--- config.mk ---
export PLATFORM = sky130hd
export DESIGN_NAME = stopwatch_core_flat
export DESIGN_NICKNAME = d
export VERILOG_FILES = /design/src/rtl/stopwatch_core_pkg.sv /design/src/rtl/stopwatch_core_if.sv /design/src/rtl/stopwatch_core_bcd_mod_counter.sv /design/src/rtl/stopwatch_core.sv /design/src/flat_wrapper.sv
export SDC_FILE = /design/constraint.sdc
export NUM_CORES = 1
export LEC_CHECK = 0
export ABC_AREA = 1
export CAP_MARGIN = 20
export CORE_AREA = 2 2 51 53
export CTS_CLUSTER_SIZE = 10
export DETAILED_ROUTE_END_ITERATION = 7
export DIE_AREA = 0 0 53 55
export PLACE_DENSITY = 0.83
export SYNTH_ARGS = -nofsm -noshare
export SYNTH_HDL_FRONTEND = slang
export SYNTH_SLANG_ARGS = --single-unit
export TNS_END_PERCENT = 100
--- constraint.sdc ---
create_clock -name clk -period 1.4 [get_ports clk]
set_clock_uncertainty 0.2 [all_clocks]
set_input_delay 0.28 -clock clk [delete_from_list [all_inputs] [get_ports clk]]
set_output_delay 0.28 -clock clk [all_outputs]
set_load 0.1 [all_outputs]
--- src/rtl/stopwatch_core_pkg.sv ---
// Shared types and constants for the MM:SS stopwatch core.
package stopwatch_core_pkg;

    localparam int BCD_W = 4;

    typedef logic [2*BCD_W-1:0] bcd2_t;

    localparam bcd2_t SEC_LIMIT_BCD = 8'h59;
    localparam bcd2_t BCD_ZERO      = 8'h00;

    typedef enum logic {
        MODE_NORMAL = 1'b0,
        MODE_ADJUST = 1'b1
    } mode_e;

    // Elaboration-time conversion of a 0..99 integer to two BCD digits.
    function automatic bcd2_t toBcd2(input int unsigned value);
        logic [BCD_W-1:0] tens;
        logic [BCD_W-1:0] ones;
        tens = BCD_W'(value / 10);
        ones = BCD_W'(value % 10);
        return {tens, ones};
    endfunction

endpackage

--- src/rtl/stopwatch_core_if.sv ---
// Control and display signals between the stopwatch core and its neighbours.
interface stopwatch_core_if;
    import stopwatch_core_pkg::*;

    logic             tick_1hz;
    logic             tick_2hz;
    logic             pause_pulse;
    logic             adj;
    logic             sel;
    logic [BCD_W-1:0] min_tens;
    logic [BCD_W-1:0] min_ones;
    logic [BCD_W-1:0] sec_tens;
    logic [BCD_W-1:0] sec_ones;
    logic             running;
    logic             wrap;

    modport master (
        output tick_1hz, tick_2hz, pause_pulse, adj, sel,
        input  min_tens, min_ones, sec_tens, sec_ones, running, wrap
    );

    modport slave (
        input  tick_1hz, tick_2hz, pause_pulse, adj, sel,
        output min_tens, min_ones, sec_tens, sec_ones, running, wrap
    );

endinterface

--- src/rtl/stopwatch_core_bcd_mod_counter.sv ---
// Two-digit BCD counter that rolls from `limit` back to 00 on increment.
module bcd_mod_counter
    import stopwatch_core_pkg::*;
(
    input  logic             clk,
    input  logic             rst,
    input  logic             inc,
    input  bcd2_t            limit,
    output logic [BCD_W-1:0] tens,
    output logic [BCD_W-1:0] ones,
    output logic             carry
);

    // Combinational so the next field can increment on the same edge.
    assign carry = inc && ({tens, ones} == limit);

    always_ff @(posedge clk) begin
        // NOTE: non-blocking assignments keep every flop sampling pre-edge values.
        if (rst) begin
            {tens, ones} <= BCD_ZERO;
        end else if (inc) begin
            if (carry) begin
                {tens, ones} <= BCD_ZERO;
            end else if (ones == 4'd9) begin
                ones <= 4'd0;
                tens <= tens + 4'd1;
            end else begin
                ones <= ones + 4'd1;
            end
        end
    end

endmodule

--- src/rtl/stopwatch_core.sv ---
// MM:SS BCD stopwatch driven by 1 Hz count and 2 Hz adjust clock enables.
module stopwatch_core
    import stopwatch_core_pkg::*;
#(
    parameter int MIN_LIMIT     = 59,
    parameter bit START_RUNNING = 1'b1
) (
    input logic             clk,
    input logic             rst,
    stopwatch_core_if.slave bus
);

    localparam bcd2_t MinLimitBcd = toBcd2(MIN_LIMIT);

    mode_e mode;
    logic  countEn;
    logic  adjTick;
    logic  secInc;
    logic  minInc;
    logic  secCarry;
    logic  minCarry;
    logic  runningQ;
    logic  wrapQ;

    always_comb begin
        mode = bus.adj ? MODE_ADJUST : MODE_NORMAL;
    end

    // Count gating uses the pre-toggle running value when a pause lands on a tick.
    assign countEn = (mode == MODE_NORMAL) && bus.tick_1hz && runningQ;
    assign adjTick = (mode == MODE_ADJUST) && bus.tick_2hz;
    assign secInc  = countEn || (adjTick && bus.sel);
    assign minInc  = (countEn && secCarry) || (adjTick && !bus.sel);

    bcd_mod_counter u_sec (
        .clk   (clk),
        .rst   (rst),
        .inc   (secInc),
        .limit (SEC_LIMIT_BCD),
        .tens  (bus.sec_tens),
        .ones  (bus.sec_ones),
        .carry (secCarry)
    );

    bcd_mod_counter u_min (
        .clk   (clk),
        .rst   (rst),
        .inc   (minInc),
        .limit (MinLimitBcd),
        .tens  (bus.min_tens),
        .ones  (bus.min_ones),
        .carry (minCarry)
    );

    always_ff @(posedge clk) begin
        if (rst) begin
            runningQ <= START_RUNNING;
            wrapQ    <= 1'b0;
        end else begin
            if (bus.pause_pulse) begin
                runningQ <= ~runningQ;
            end
            wrapQ <= countEn && secCarry && minCarry;
        end
    end

    assign bus.running = runningQ;
    assign bus.wrap    = wrapQ;

endmodule
--- src/flat_wrapper.sv ---
// flat-port wrapper written by rule: the top's interface ports become plain ports
module stopwatch_core_flat import stopwatch_core_pkg::*;
#(
    parameter int MIN_LIMIT     = 59,
    parameter bit START_RUNNING = 1'b1
)
  (clk, rst, bus_tick_1hz, bus_tick_2hz, bus_pause_pulse, bus_adj, bus_sel, bus_min_tens, bus_min_ones, bus_sec_tens, bus_sec_ones, bus_running, bus_wrap);
  stopwatch_core_if bus_i ();
  input logic clk;
  input logic rst;
  input wire logic [$bits(bus_i.tick_1hz)-1:0] bus_tick_1hz;
  input wire logic [$bits(bus_i.tick_2hz)-1:0] bus_tick_2hz;
  input wire logic [$bits(bus_i.pause_pulse)-1:0] bus_pause_pulse;
  input wire logic [$bits(bus_i.adj)-1:0] bus_adj;
  input wire logic [$bits(bus_i.sel)-1:0] bus_sel;
  output wire logic [$bits(bus_i.min_tens)-1:0] bus_min_tens;
  output wire logic [$bits(bus_i.min_ones)-1:0] bus_min_ones;
  output wire logic [$bits(bus_i.sec_tens)-1:0] bus_sec_tens;
  output wire logic [$bits(bus_i.sec_ones)-1:0] bus_sec_ones;
  output wire logic [$bits(bus_i.running)-1:0] bus_running;
  output wire logic [$bits(bus_i.wrap)-1:0] bus_wrap;
  assign bus_i.tick_1hz = bus_tick_1hz;
  assign bus_i.tick_2hz = bus_tick_2hz;
  assign bus_i.pause_pulse = bus_pause_pulse;
  assign bus_i.adj = bus_adj;
  assign bus_i.sel = bus_sel;
  assign bus_min_tens = bus_i.min_tens;
  assign bus_min_ones = bus_i.min_ones;
  assign bus_sec_tens = bus_i.sec_tens;
  assign bus_sec_ones = bus_i.sec_ones;
  assign bus_running = bus_i.running;
  assign bus_wrap = bus_i.wrap;
  stopwatch_core #(.MIN_LIMIT(MIN_LIMIT), .START_RUNNING(START_RUNNING)) u_core (.clk(clk), .rst(rst), .bus(bus_i));
endmodule
==> out/results.tsv, run 1 <==
metric	value	unit
asr flop ratio synth	0	%
# port buffers	24	
CTS Hold Buffers Added	0	
Top FF cell, synth	dfxtp_1	
critical path depth	8	
Final WS setup	-0.244	ns
mapped cell area	983	um2
share of cells above drive strength 1	60.2	%
Starting Density	41.6	%
CP max stage delay	0.38	ns
DP HPWL	2.02	mm
Final Hold Viols	0	
Period minus WS final	1.64	ns
outcome	finished, violations left	
Setup crit end kind	flop	
flops & latches, synth	18	
reg2reg path depth	8	
# setup viols final	27	
Cells after Synth	127	
post-route core utilization	88.7	%
flop-to-flop setup slack	-0.24	ns
WL final	4.13	mm
peak supply drop	730	uV
Setup crit end	u_core.bus.wrap$_SDFF_PP0_	
total clock sinks	18	
type of the most critical hold path	flop to flop	
TritonRoute pass-1 iters	4	
# nets final	207	
GP Congestion	0.845	
commonest non-fill, non-tap cell in the layout	buf_4	
Rel. slew slack	79.4	%
crit-path cells	inv_4 -> ha_4 -> nand2_4 -> nor2_4 -> nand3_4 -> nand2_2 -> nand2_1 -> nor3_1	
Fmax achieved	608	MHz
WP buf/inv	1	
via count	1214	
kind of critical path	flop to flop	
Synth cell types	26	
Worst Setup SP	u_core.u_sec.tens[1]$_SDFFE_PP0P_	
GRT overflow	0	
clock-pin slew on the worst setup and hold paths	0.12	ns
# Max-Cap Violations	0	
Area Overhead vs Synth	113	%
worst-path maximum fanout	7	
Arr. time, crit path	1.67	ns
max-slew violations	0	
slowest CP cell	dfxtp_4	
pwr/cell area	560	nW/um2
Residual DRC	0	
Final period util	117	%
Root Buffer	clkbuf_4	
Post-Syn Area per Cell	7.74	um2
syn_nets	142	
die width	53	um
core area	2360	um2
R2R Path Start	u_core.u_sec.tens[1]$_SDFFE_PP0P_	
Slew @ Worst Pin	0.307	ns
first-pass GRT wire length	5.35	mm
violated checks	negative setup slack	
WL/cell	18.7	um
Max Root-Sink Buffers	2	
RSZ-0062 raised after global routing	yes	
Ports	25	
CTS tree	built	
H-tree Lvls	1	
num rows	18	
Starting DRT DRC Count	27	
vias in the first global route	1191	
die span in y	55	um
Fin Setup TNS	-2.65	ns
Ys Warns	0	
Leakage	0.862	nW
Worst R2R End	u_core.bus.wrap$_SDFF_PP0_	
DIE AREA	2920	um2
GRT Total Usage	25.3	%
Crit path max-delay family	simple AND/OR/NAND/NOR gates	
clock buffer count from CTS	3	
post-route ant nets	0	
Post-synth EDFFs	0	
clock latency on the worst-skew pair	0.31	ns
Setup crit start kind	flop	
initial antenna violation count	0	
largest net degree at the start of global routing	11	
sequential fraction of the synthesis area	36.6	%
most frequent cells in the layout	buf_4, buf_12, dfxtp_4	
Worst Path Required	1.42	ns
Vias/cell	5.49	
Diodes inserted	0	
==> cell type report <==
cell class	count	area, um2
Tap cell	30	37.5
Clock buffer	3	22.5
Fill cell	105	267
Timing Repair Buffer	60	754
Sequential cell	18	417
Clock inverter	1	3.75
Inverter	17	68.8
Multi-Input combinational cell	92	795
==> power breakdown <==
part / switching, mW / total [mW] / internal [mW]
logic: 0.202 / 0.362 / 0.160
clock network: 0.189 / 0.294 / 0.104
registers: 0.0134 / 0.519 / 0.505
==> timing repair <==
action	CTS	global route
hold endpoints to repair	0	0
resized for setup	33	26
buffers inserted	12	5
pin swaps	12	11
endpoints found under the setup margin	29	32
gates cloned	2	0
==> sequential cells by signal, summed over array words and instances, names as in the netlist <==
register            cells
u_core.u_min.ones       4
u_core.bus.wrap         1
u_core.u_sec.tens       4
u_core.u_sec.ones       4
u_core.u_min.tens       4
u_core.bus.running      1
==> how the worst min path moves through the flow <==
| stage | depth (start not counted) | to | slack, ns | startpoint |
|---|---|---|---|---|
| global route | 2 | u_core.u_min.tens[2]$_SDFFE_PP0P_ | 0.36 | u_core.u_min.tens[2]$_SDFFE_PP0P_ |
| floorplan | 2 | u_core.bus.running$_SDFFE_PP1P_ | 0.19 | bus_pause_pulse |
| detailed placement | 2 | u_core.u_min.tens[2]$_SDFFE_PP0P_ | 0.32 | u_core.u_min.tens[2]$_SDFFE_PP0P_ |
| global placement | 2 | u_core.u_min.tens[0]$_SDFFE_PP0P_ | 0.30 | u_core.u_min.tens[0]$_SDFFE_PP0P_ |
| CTS | 2 | u_core.u_min.tens[2]$_SDFFE_PP0P_ | 0.33 | u_core.u_min.tens[2]$_SDFFE_PP0P_ |
| finish | 2 | u_core.u_min.tens[2]$_SDFFE_PP0P_ | 0.34 | u_core.u_min.tens[2]$_SDFFE_PP0P_ |
==> Yosys cell counts, drive strengths merged, types with 2 or more instances <==
library cell / n / area share, %
dfxtp: 18 / 37
nand2: 18 / 8.4
inv: 17 / 6.5
nand3: 13 / 7.6
nor2: 13 / 6.0
a21oi: 12 / 6.1
nor3: 9 / 4.6
ha: 8 / 10
o21ai: 5 / 3.7
nand4: 4 / 2.5
nor3b: 2 / 1.5
==> worst min-delay path: cells and delay by family, from the launching register on <==
kind,cells,cell delay (ns)
flops,1,0.39
compound gates,1,0.06
simple gates,1,0.07
==> through the flow <==
step | area (um2) | cells | hold slack [ns] | total power [mW] | setup WS [ns]
global route | 2100 | 221 | 0.357 | 1.22 | -0.281
finish | 2100 | 221 | 0.345 | 1.17 | -0.244
floorplan | 1090 | 127 | 0.188 | 0.696 | -0.351
detailed placement | 1700 | 200 | 0.316 | 0.818 | -0.475
global placement | 1700 | 200 | 0.297 | 0.810 | -0.422
CTS | 1960 | 217 | 0.333 | 1.13 | -0.140
==> metal layers <==
layer / up-vias / global-route usage (%) / part of all wire [%]
met3: 12 / 4.30 / 5.3
met2: 62 / 45.4 / 52
met4: 0 / 10.7 / 2.3
li1: 558 / - / -
met1: 582 / 29.9 / 40
met5: - / 0 / 0
==> logic make-up after synthesis <==
group | synth area share (%)
compound gates | 10.6
fa+ha+maj | 10.2
buf+inv | 8.01
xor+xnor | 1.78
simple gates | 32.8
flops | 36.6
Power figures use the tool's default switching activity.
==> inputs of run 2 (changes only) <==
==> constraint.sdc (replaced) <==
create_clock -name clk -period 1.4 [get_ports clk]
set_clock_uncertainty 0.2 [all_clocks]
set_input_delay 0.21 -clock clk [delete_from_list [all_inputs] [get_ports clk]]
set_output_delay 0.21 -clock clk [all_outputs]
set_load 0.1 [all_outputs]
==> run 2 against run 1 <==
  * Power is 2.0% lower
  * Hold slack got worse by 0.011 ns
  * Final cell count is 4.1% lower
  * Critical endpoint is now u_core.u_min.tens[0]$_SDFFE_PP0P_
  * Flip-flop and latch count stayed put
  * Register-to-register slack better by 0.03 ns
  * Die area did not move
  * Critical path type unchanged
  * The flow still finishes with violations (negative setup slack)
  * Sequential power up 0.8%
  * Critical path depth unchanged
  * Clock power down 3%
  * Sequential share of layout area up 0.76 points
  * Wire length fell by 14%
  * Via count is 5.6% lower
==> out/results.tsv, run 2 (synthesis results as in run 1) <==
metric	value	unit
outcome	finished, violations left	
violated checks	negative setup slack	
RSZ-0062 raised after global routing	yes	
# nets final	198	
worst-path maximum fanout	8	
Rel. slew slack	74.8	%
flop-to-flop setup slack	-0.22	ns
Root Buffer	clkbuf_4	
Starting DRT DRC Count	34	
first-pass GRT wire length	4.91	mm
share of cells above drive strength 1	57.1	%
most frequent cells in the layout	buf_12, buf_4, inv_1	
peak supply drop	535	uV
largest net degree at the start of global routing	11	
TritonRoute pass-1 iters	5	
Area Overhead vs Synth	102	%
DIE AREA	2920	um2
Final Hold Viols	0	
core area	2360	um2
# port buffers	24	
Max Root-Sink Buffers	2	
final hold slack	0.334	ns
Final period util	116	%
pwr/cell area	580	nW/um2
Fmax achieved	618	MHz
Diodes inserted	0	
CTS tree	built	
Final Total Pwr	1.15	mW
Finished Cell Area	1980	um2
Period minus WS final	1.62	ns
Slew @ Worst Pin	0.377	ns
WL final	3.55	mm
Final WS setup	-0.219	ns
metal3 WL	155	um
GRT Total Usage	22.9	%
# Max-Cap Violations	0	
Ports	25	
post-route ant nets	0	
clock buffer count from CTS	3	
die span in y	55	um
DP HPWL	2.02	mm
clock-pin slew on the worst setup and hold paths	0.10	ns
die width	53	um
total clock sinks	18	
GRT overflow	0	
Area after DPL	1700	um2
M1 WL	1.47	mm
Vias/cell	5.41	
DR WL met2	1.84	mm
kind of critical path	flop to flop	
Worst Path Required	1.42	ns
initial antenna violation count	0	
Arr. time, crit path	1.64	ns
Residual DRC	0	
H-tree Lvls	1	
# setup viols final	18	
GP Congestion	0.845	
num rows	18	
max layer used	met4	
Leakage	0.805	nW
commonest non-fill, non-tap cell in the layout	buf_12	
Setup crit end kind	flop	
Starting Density	41.6	%
Setup crit start kind	flop	
Fin Setup TNS	-2.16	ns
vias in the first global route	1163	
via count	1146	
clock latency on the worst-skew pair	0.31	ns
max-slew violations	0	
type of the most critical hold path	flop to flop	
WL/cell	16.7	um
==> run 2: through the flow <==
stage / std cells / util (%) / setup slack [ns]
CTS: 208 / 77.7 / -0.140
floorplan: 127 / - / -0.351
finish: 212 / 83.9 / -0.219
detailed placement: 200 / 71.7 / -0.405
global route: 212 / 83.9 / -0.271
global placement: 200 / 71.7 / -0.352
==> run 2: worst max-delay path, cell delays in order (launching register included) <==
cell	delay, ns
dfxtp_4	0.37
inv_4	0.06
ha_4	0.13
nand2_4	0.06
nor2_4	0.17
nand3_4	0.14
nand2_8	0.12
nand4_1	0.11
a21oi_1	0.17
==> run 2: area by class of cell <==
| class | count | area, um2 |
|---|---|---|
| sequential | 18 | 409 |
| clock buffer | 3 | 22.5 |
| inverter | 17 | 68.8 |
| multi-input combinational | 92 | 778 |
| clock inverter | 1 | 3.75 |
| timing repair buffer | 51 | 664 |
| tap | 30 | 37.5 |
| fill | 126 | 380 |
==> run 2: worst paths after layout <==
check                                          from                           endpoint  cells after the start
setup / recovery  u_core.u_sec.tens[1]$_SDFFE_PP0P_  u_core.u_min.tens[0]$_SDFFE_PP0P_                      8
hold / removal    u_core.u_min.tens[2]$_SDFFE_PP0P_  u_core.u_min.tens[2]$_SDFFE_PP0P_                      2
setup reg to reg  u_core.u_sec.tens[1]$_SDFFE_PP0P_  u_core.u_min.tens[0]$_SDFFE_PP0P_                      8
hold reg to reg   u_core.u_min.tens[2]$_SDFFE_PP0P_  u_core.u_min.tens[2]$_SDFFE_PP0P_                      2
==> run 2: per-layer routing <==
layer  track usage (%)  up-vias
li1                  -      540
met1              26.4      562
met2              41.3       36
met3              3.49        8
met4              12.0        0
met5                 0        -
==> run 2: report_power, final <==
part	internal [mW]	switching [mW]	leakage, nW
clock network	0.104	0.180	0.0154
registers	0.511	0.0126	0.157
logic	0.146	0.197	0.633
==> run 2: timing repair <==
item                                    in CTS  in global routing
endpoints found under the setup margin      18                 25
gates resized for setup                     23                 21
hold buffers                                 0                  0
cloned                                       2                  0
pin swaps                                   11                 13
buffers inserted                             3                  5
